`config.mk`:
```
export PLATFORM = sky130hd
export DESIGN_NAME = hazard_stall_control
export DESIGN_NICKNAME = d
export VERILOG_FILES = /design/src/rtl/hazard_stall_control_pkg.sv /design/src/rtl/hazard_perf_counters.sv /design/src/rtl/hazard_stall_control.sv
export SDC_FILE = /design/constraint.sdc
export NUM_CORES = 1
export LEC_CHECK = 0
export BUFFER_PORTS_ARGS = -buffer_cell sky130_fd_sc_hd__buf_4
export CORE_MARGIN = 2
export CORE_UTILIZATION = 37
export CTS_CLUSTER_DIAMETER = 80
export DETAILED_ROUTE_END_ITERATION = 16
export GPL_TIMING_DRIVEN = 0
export MAX_ROUTING_LAYER = met4
export PLACE_DENSITY = 0.87
export REMOVE_ABC_BUFFERS = 1
export SETUP_SLACK_MARGIN = 0.2
export SYNTH_ARGS = -nofsm -noshare
export SYNTH_HDL_FRONTEND = slang
export SYNTH_SLANG_ARGS = --single-unit
```
`constraint.sdc`:
```
create_clock -name clk -period 2.55 [get_ports clk]
set_clock_uncertainty 0.1 [all_clocks]
set_input_delay 0.51 -clock clk [delete_from_list [all_inputs] [get_ports clk]]
set_output_delay 0.51 -clock clk [all_outputs]
set_load 0.02 [all_outputs]
```
`src/rtl/hazard_stall_control_pkg.sv`:
```
// Shared core definitions: RV32I opcodes, write-back selector, hazard FSM
// states and the register-read classification also used by forwarding.
package hazard_stall_control_pkg;

  localparam logic [6:0] OPCODE_LOAD   = 7'b0000011;
  localparam logic [6:0] OPCODE_OPIMM  = 7'b0010011;
  localparam logic [6:0] OPCODE_AUIPC  = 7'b0010111;
  localparam logic [6:0] OPCODE_STORE  = 7'b0100011;
  localparam logic [6:0] OPCODE_OP     = 7'b0110011;
  localparam logic [6:0] OPCODE_LUI    = 7'b0110111;
  localparam logic [6:0] OPCODE_BRANCH = 7'b1100011;
  localparam logic [6:0] OPCODE_JALR   = 7'b1100111;
  localparam logic [6:0] OPCODE_JAL    = 7'b1101111;
  localparam logic [6:0] OPCODE_SYSTEM = 7'b1110011;

  typedef enum logic [1:0] {
    WB_ALU,
    WB_MEM,
    WB_PC4,
    NO_WRITEBACK
  } write_back_mux_selector;

  typedef enum logic [1:0] {
    RUN,
    MEM_WAIT,
    TIMEOUT
  } hazard_state_e;

  // Instructions whose rs1 field names a real source register.
  function automatic logic reads_rs1(input logic [6:0] opcode);
    logic r;
    case (opcode)
      OPCODE_OP, OPCODE_BRANCH, OPCODE_STORE,
      OPCODE_LOAD, OPCODE_JALR, OPCODE_OPIMM: r = 1'b1;
      default:                                r = 1'b0;
    endcase
    return r;
  endfunction

  // Instructions whose rs2 field names a real source register.
  function automatic logic reads_rs2(input logic [6:0] opcode);
    logic r;
    case (opcode)
      OPCODE_OP, OPCODE_BRANCH, OPCODE_STORE: r = 1'b1;
      default:                                r = 1'b0;
    endcase
    return r;
  endfunction

endpackage

```
`src/rtl/hazard_perf_counters.sv`:
```
// Hazard performance counters: load-use stalls, redirect flushes and
// memory-wait cycles. Present only when HAZARD_PERF_CNT_EN is defined.
`ifdef HAZARD_PERF_CNT_EN
module hazard_perf_counters (
  input  logic        clk,
  input  logic        reset,
  input  logic        stall_pulse,
  input  logic        flush_pulse,
  input  logic        memwait_pulse,
  output logic [31:0] stall_cnt,
  output logic [31:0] flush_cnt,
  output logic [31:0] memwait_cnt
);

  // Free-running event counters, wrapping modulo 2^32.
  always_ff @(posedge clk) begin
    if (reset) begin
      stall_cnt   <= '0;
      flush_cnt   <= '0;
      memwait_cnt <= '0;
    end else begin
      if (stall_pulse)   stall_cnt   <= stall_cnt + 32'd1;
      if (flush_pulse)   flush_cnt   <= flush_cnt + 32'd1;
      if (memwait_pulse) memwait_cnt <= memwait_cnt + 32'd1;
    end
  end

endmodule
`endif

```
`src/rtl/hazard_stall_control.sv`:
```
// Pipeline sequencing controller: per-cycle advance/hold/bubble decisions
// for load-use, taken redirects and multi-cycle data-memory accesses, with
// a watchdog that turns a hung access into a sticky error.
// Optional feature: HAZARD_PERF_CNT_EN enables the perf counter outputs.
module hazard_stall_control
  import hazard_stall_control_pkg::*;
#(
  parameter int MEM_TIMEOUT = 255
) (
  input  logic        clk,
  input  logic        reset,
  input  logic [6:0]  ID_opcode_ip,
  input  logic [4:0]  ID_rs1_ip,
  input  logic [4:0]  ID_rs2_ip,
  input  logic [6:0]  EX_opcode_ip,
  input  logic [4:0]  EX_dest_ip,
  input  logic        EX_redirect_ip,
  input  logic        dmem_req_ip,
  input  logic        dmem_ready_ip,
  output logic        pc_en_op,
  output logic        if_id_en_op,
  output logic        if_id_flush_op,
  output logic        id_ex_en_op,
  output logic        id_ex_bubble_op,
  output logic        ex_mem_en_op,
  output logic        mem_wb_bubble_op,
  output logic        mem_timeout_op,
  output logic [31:0] stall_cnt_op,
  output logic [31:0] flush_cnt_op,
  output logic [31:0] memwait_cnt_op
);

  localparam int CNT_W = $clog2(MEM_TIMEOUT + 1);
  localparam logic [CNT_W-1:0] TIMEOUT_VAL = CNT_W'(MEM_TIMEOUT);

  hazard_state_e    state_q, state_d;
  logic [CNT_W-1:0] wdog_q, wdog_d;
  logic             load_use;
  logic             freeze;
  logic             redirect_take;
  logic             load_use_take;

  // A load in EX feeds a register the ID instruction really reads; x0 never does.
  assign load_use = (EX_opcode_ip == OPCODE_LOAD) && (EX_dest_ip != 5'd0) &&
                    ((reads_rs1(ID_opcode_ip) && (ID_rs1_ip == EX_dest_ip)) ||
                     (reads_rs2(ID_opcode_ip) && (ID_rs2_ip == EX_dest_ip)));

  // State and watchdog registers.
  always_ff @(posedge clk) begin
    if (reset) begin
      state_q <= RUN;
      wdog_q  <= '0;
    end else begin
      state_q <= state_d;
      wdog_q  <= wdog_d;
    end
  end

  // Next state, watchdog update and Mealy enables; freeze > redirect > load-use.
  always_comb begin
    state_d          = state_q;
    wdog_d           = wdog_q;
    freeze           = 1'b0;
    redirect_take    = 1'b0;
    load_use_take    = 1'b0;
    pc_en_op         = 1'b1;
    if_id_en_op      = 1'b1;
    if_id_flush_op   = 1'b0;
    id_ex_en_op      = 1'b1;
    id_ex_bubble_op  = 1'b0;
    ex_mem_en_op     = 1'b1;
    mem_wb_bubble_op = 1'b0;
    mem_timeout_op   = 1'b0;

    if (!reset) begin
      case (state_q)
        RUN: begin
          if (dmem_req_ip && !dmem_ready_ip) begin
            freeze  = 1'b1;
            state_d = MEM_WAIT;
            wdog_d  = CNT_W'(1);
          end
        end
        MEM_WAIT: begin
          // The release cycle is handled exactly like RUN with a ready memory.
          if (dmem_ready_ip) begin
            state_d = RUN;
          end else begin
            freeze = 1'b1;
            if (wdog_q == TIMEOUT_VAL) begin
              state_d = TIMEOUT;
            end else begin
              wdog_d = wdog_q + CNT_W'(1);
            end
          end
        end
        TIMEOUT: begin
          freeze         = 1'b1;
          mem_timeout_op = 1'b1;
        end
        default: begin
          state_d = RUN;
        end
      endcase

      // A frozen EX cannot act on redirect or load-use; both re-evaluate later.
      redirect_take = !freeze && EX_redirect_ip;
      load_use_take = !freeze && !EX_redirect_ip && load_use;

      if (freeze) begin
        pc_en_op         = 1'b0;
        if_id_en_op      = 1'b0;
        id_ex_en_op      = 1'b0;
        ex_mem_en_op     = 1'b0;
        mem_wb_bubble_op = 1'b1;
      end else if (redirect_take) begin
        if_id_flush_op  = 1'b1;
        id_ex_bubble_op = 1'b1;
      end else if (load_use_take) begin
        pc_en_op        = 1'b0;
        if_id_en_op     = 1'b0;
        id_ex_bubble_op = 1'b1;
      end
    end
  end

`ifdef HAZARD_PERF_CNT_EN
  logic        memwait_pulse;
  logic [31:0] stall_cnt, flush_cnt, memwait_cnt;

  // TIMEOUT cycles are a dead core, not memory latency, so they are not counted.
  assign memwait_pulse = freeze && (state_q != TIMEOUT);

  hazard_perf_counters u_perf (
    .clk           (clk),
    .reset         (reset),
    .stall_pulse   (load_use_take),
    .flush_pulse   (redirect_take),
    .memwait_pulse (memwait_pulse),
    .stall_cnt     (stall_cnt),
    .flush_cnt     (flush_cnt),
    .memwait_cnt   (memwait_cnt)
  );

  assign stall_cnt_op   = reset ? 32'd0 : stall_cnt;
  assign flush_cnt_op   = reset ? 32'd0 : flush_cnt;
  assign memwait_cnt_op = reset ? 32'd0 : memwait_cnt;
`else
  assign stall_cnt_op   = 32'd0;
  assign flush_cnt_op   = 32'd0;
  assign memwait_cnt_op = 32'd0;
`endif

endmodule

```
==> results by group <==
Clock tree
  • Setup Fix Bufs, Post-CTS: 0
  • Clk root buf: clkbuf_8
  • CTS Buf Count: 3
  • Bufs on Longest Clock Path: 2
  • Later-pin clock latency in the skew report: ~0.24 ns
  • Clock transition at path regs: approximately 0.05 ns
  • Cts hold-fix bufs: 0
  • # clock sinks: 10
  • CTS tree: built
  • H-tree depth: 1

Cells and area
  • Layout fillers: 397
  • Area of the multi-input gates: slightly below 900 µm²
  • Net count, final: ~260
  • Area grow syn2layout: 3.492%
  • Ant diodes: 0
  • Final cell count without fillers: around 270
  • Share of cells above drive strength 1: between 20% and 30%
  • Seq. cell area: ~200 µm²

Worst setup path
  • Worst-path maximum fanout: 2
  • Critical Path Slowest Stage Cell: or4b_4
  • Crit-path most repeated cell: buf_6
  • Worst setup path class: input pin to output port
  • Req. time, crit path: 1.94 ns
  • Crit path DAT: approximately 2.0 ns
  • CP Capture Type: output port
  • Critical path cell sequence: buf_6 -> or4b_4 -> a2111oi_4 -> o211ai_1 -> o21ba_2 -> buf_6
  • CP max stage delay: around 0.54 ns
  • CP Launch Type: input pin

Timing
  • Fmax: 0.3889 GHz
  • Worst Hold Margin: approximately 0.38 ns
  • Worst-Margin Slew: ~0.73 ns
  • Crit path setup slack, layout: -0.02129 ns
  • Max transition margin: 50.83%
  • Final Slew Violations: 0
  • Final setup viols: 2
  • RSZ-0062 raised after global routing: true
  • Fraction of the cycle the final worst path needs: 100.8%
  • Post-layout min period: between 2 and 3 ns
  • Final Hold Viols: 0

Synthesis
  • Post-Syn Area: 1469 µm²
  • Post-synthesis sequential area ratio: 13.63%
  • Seq cells post-synth: 10
  • Synth top area cells: buf_4 (50%), dfxtp_1 (14%), xor2_1 (6.0%)
  • Ys Warns: 0
  • Commonest cells post-synth: buf_4 (98), dfxtp_1 (10), xor2_1 (10)
  • Yosys cell types: 38
  • Cells after Synth: between 150 and 200
  • Top-count cell post-synth: buf_4
  • Number of flops mapped to enable cells by yosys: 0
  • Synth Flop Type: dfxtp_1
  • FFs w/ async S/R, synth: 0%
  • Syn Area/Cell: approximately 7.9 µm²
  • Cell taking the most area after synthesis: buf_4
  • Synth top area share: between 50% and 60%

Place
  • GPL Wtd Cong: 0.7947
  • Placed cell count: 270
  • Port Buffers: 41
  • Post-DP HPWL: ~2.2 mm

Floorplanning
  • Core ar.: 3744 µm²
  • Initial Utilization: roughly 39%
  • Row cnt: 22
  • Boundary Pins: about 140
  • Die height: between 60 and 70 µm
  • Die ar.: roughly 4500 µm²
  • Chip width: approximately 67 µm

Power and ir drop
  • Switching Fraction: 40.32%
  • Seq pwr share: 27.2%
  • Clock power frac: 33.5%
  • Combinational share of power: between 30% and 40%
  • Int Power: 356.0 µW
  • Sw Pwr: 240.5 µW
  • Leak Pwr: 0.7614 nW
  • Cell Pwr Density: around 390 nW/µm²
  • IR drop worst, VDD: around 330 µV

Min path
  • Worst hold path type: flip-flop to flip-flop

Detailed routing
  • First-pass detailed-route iteration total: 2
  • Starting DRT DRC Count: 17
  • Drt via density: between 3 and 4
  • Wire length per cell: ~9.4 µm
  • Remaining antenna violation count: 0
  • DR vias: 1,051
  • Routed WL: between 2 and 3 mm
  • Remaining DRCs: 0

Run status
  • Failing checks: negative setup slack
  • Status: finished, violations left

Flow run
  • Max-Cap Viols: 0

Global route
  • Total congestion overflow: 0
  • Initial antenna violation count: 0
  • Number of global-route vias before repair: about 810
  • First-pass GRT wire length: 3.339 mm
  • Largest net degree at the start of global routing: 13
  • GRT Util Overall: roughly 9.8%
[sequential cells by signal, summed over array words and instances (netlist names)]
name	count
wdog_q	8
state_q	2
[cell usage in the layout (no fill, tap or decap), drive strengths merged]
cell and instances:
dfxtp 10, xor2 10, conb 96, o211ai 3, or4 4, or4b 2
mux2i 1, o31ai 3, o21ba 1, o21ai 2, nand3b 1, clkbuf 4
a221oi 1, o211a 1, inv 3, and2 1, buf 41, nor4 2
nand4 2, nor2 7, nor2b 1, a311oi 1, nor4b 1, nor3b 1
or3 2, ha 1, a2111oi 1, a21oi 8, nand2 6, nand3 3
o21bai 1, or2 3, o41ai 1, a22oi 1
[routing by layer]
metal / vias to the layer above / share of wire (%) / GRT usage [%] / wire (µm)
li1: 513 / - / - / -
met1: 471 / 33 / 10.53 / 841
met2: 65 / 56 / 18.56 / 1441
met3: 2 / 10 / 1.182 / 256
met4: 0 / 0.94 / 3.061 / 24
met5: - / 0 / - / 0
[layout make-up]
class                   instances  share of cell area (%)
repair buffers                 41                   21.23
multi-input cells             168                   57.28
clock buffers                   4                   3.621
well taps                      48                   3.951
inverters                       3                  0.7407
flip-flops and latches         10                   13.17
[critical path, delay by kind of cell]
kind | cells | cell delay (ns)
AOI/OAI and AO/OA | 3 | 0.69
and+or+nand+nor | 1 | 0.54
buffers and inverters | 2 | 0.22
[final timing paths]
kind                                 startpoint          end  slack (ns)  cells after the start
worst min register to register        wdog_q[7]    wdog_q[7]        0.38                      2
worst min-delay path                  wdog_q[7]    wdog_q[7]        0.38                      2
worst max register to register        wdog_q[0]    wdog_q[4]        0.61                      5
worst max-delay path            EX_opcode_ip[4]  if_id_en_op       -0.02                      6
[through the flow]
stage	setup TNS, ns	utilization (%)	total power [mW]	setup WS [ns]	cell area, µm²
final	-0.04171	40.61	0.5965	-0.02129	1520
after global routing	-0.2601	40.61	0.6259	-0.09567	1520
after CTS	-0.06106	40.51	0.5961	-0.03108	1516
after detailed placement	-0.1677	38.64	0.3938	-0.07223	1446
after global placement	-0.1439	38.64	0.3903	-0.06636	1446
after floorplan	0	-	0.3296	0.08129	1079
[cells by family after synthesis]
logic type,Yosys count,synth area share (%)
AO/OA/AOI/OAI,24,12.52
XOR/XNOR,10,5.962
adder cells (fa/ha/maj),1,0.8517
buffers and inverters,104,51.62
flip-flops,10,13.63
multiplexers,1,0.6815
other,1,0.2553
AND/OR/NAND/NOR,36,14.48
[what timing repair did]
action	CTS	global route
gates resized for setup	5	1
pin swaps	3	3
endpoints found under the setup margin	3	3
[power groups by stage]
stage	Sequential (mW)	Combinational [mW]	Clock, mW
floorplan	0.164	0.165	0
global placement	0.165	0.225	0
detailed placement	0.165	0.229	0
CTS	0.162	0.231	0.202
global route	0.162	0.253	0.211
finish	0.162	0.235	0.200
No activity file was read; power rests on OpenSTA's default activity.
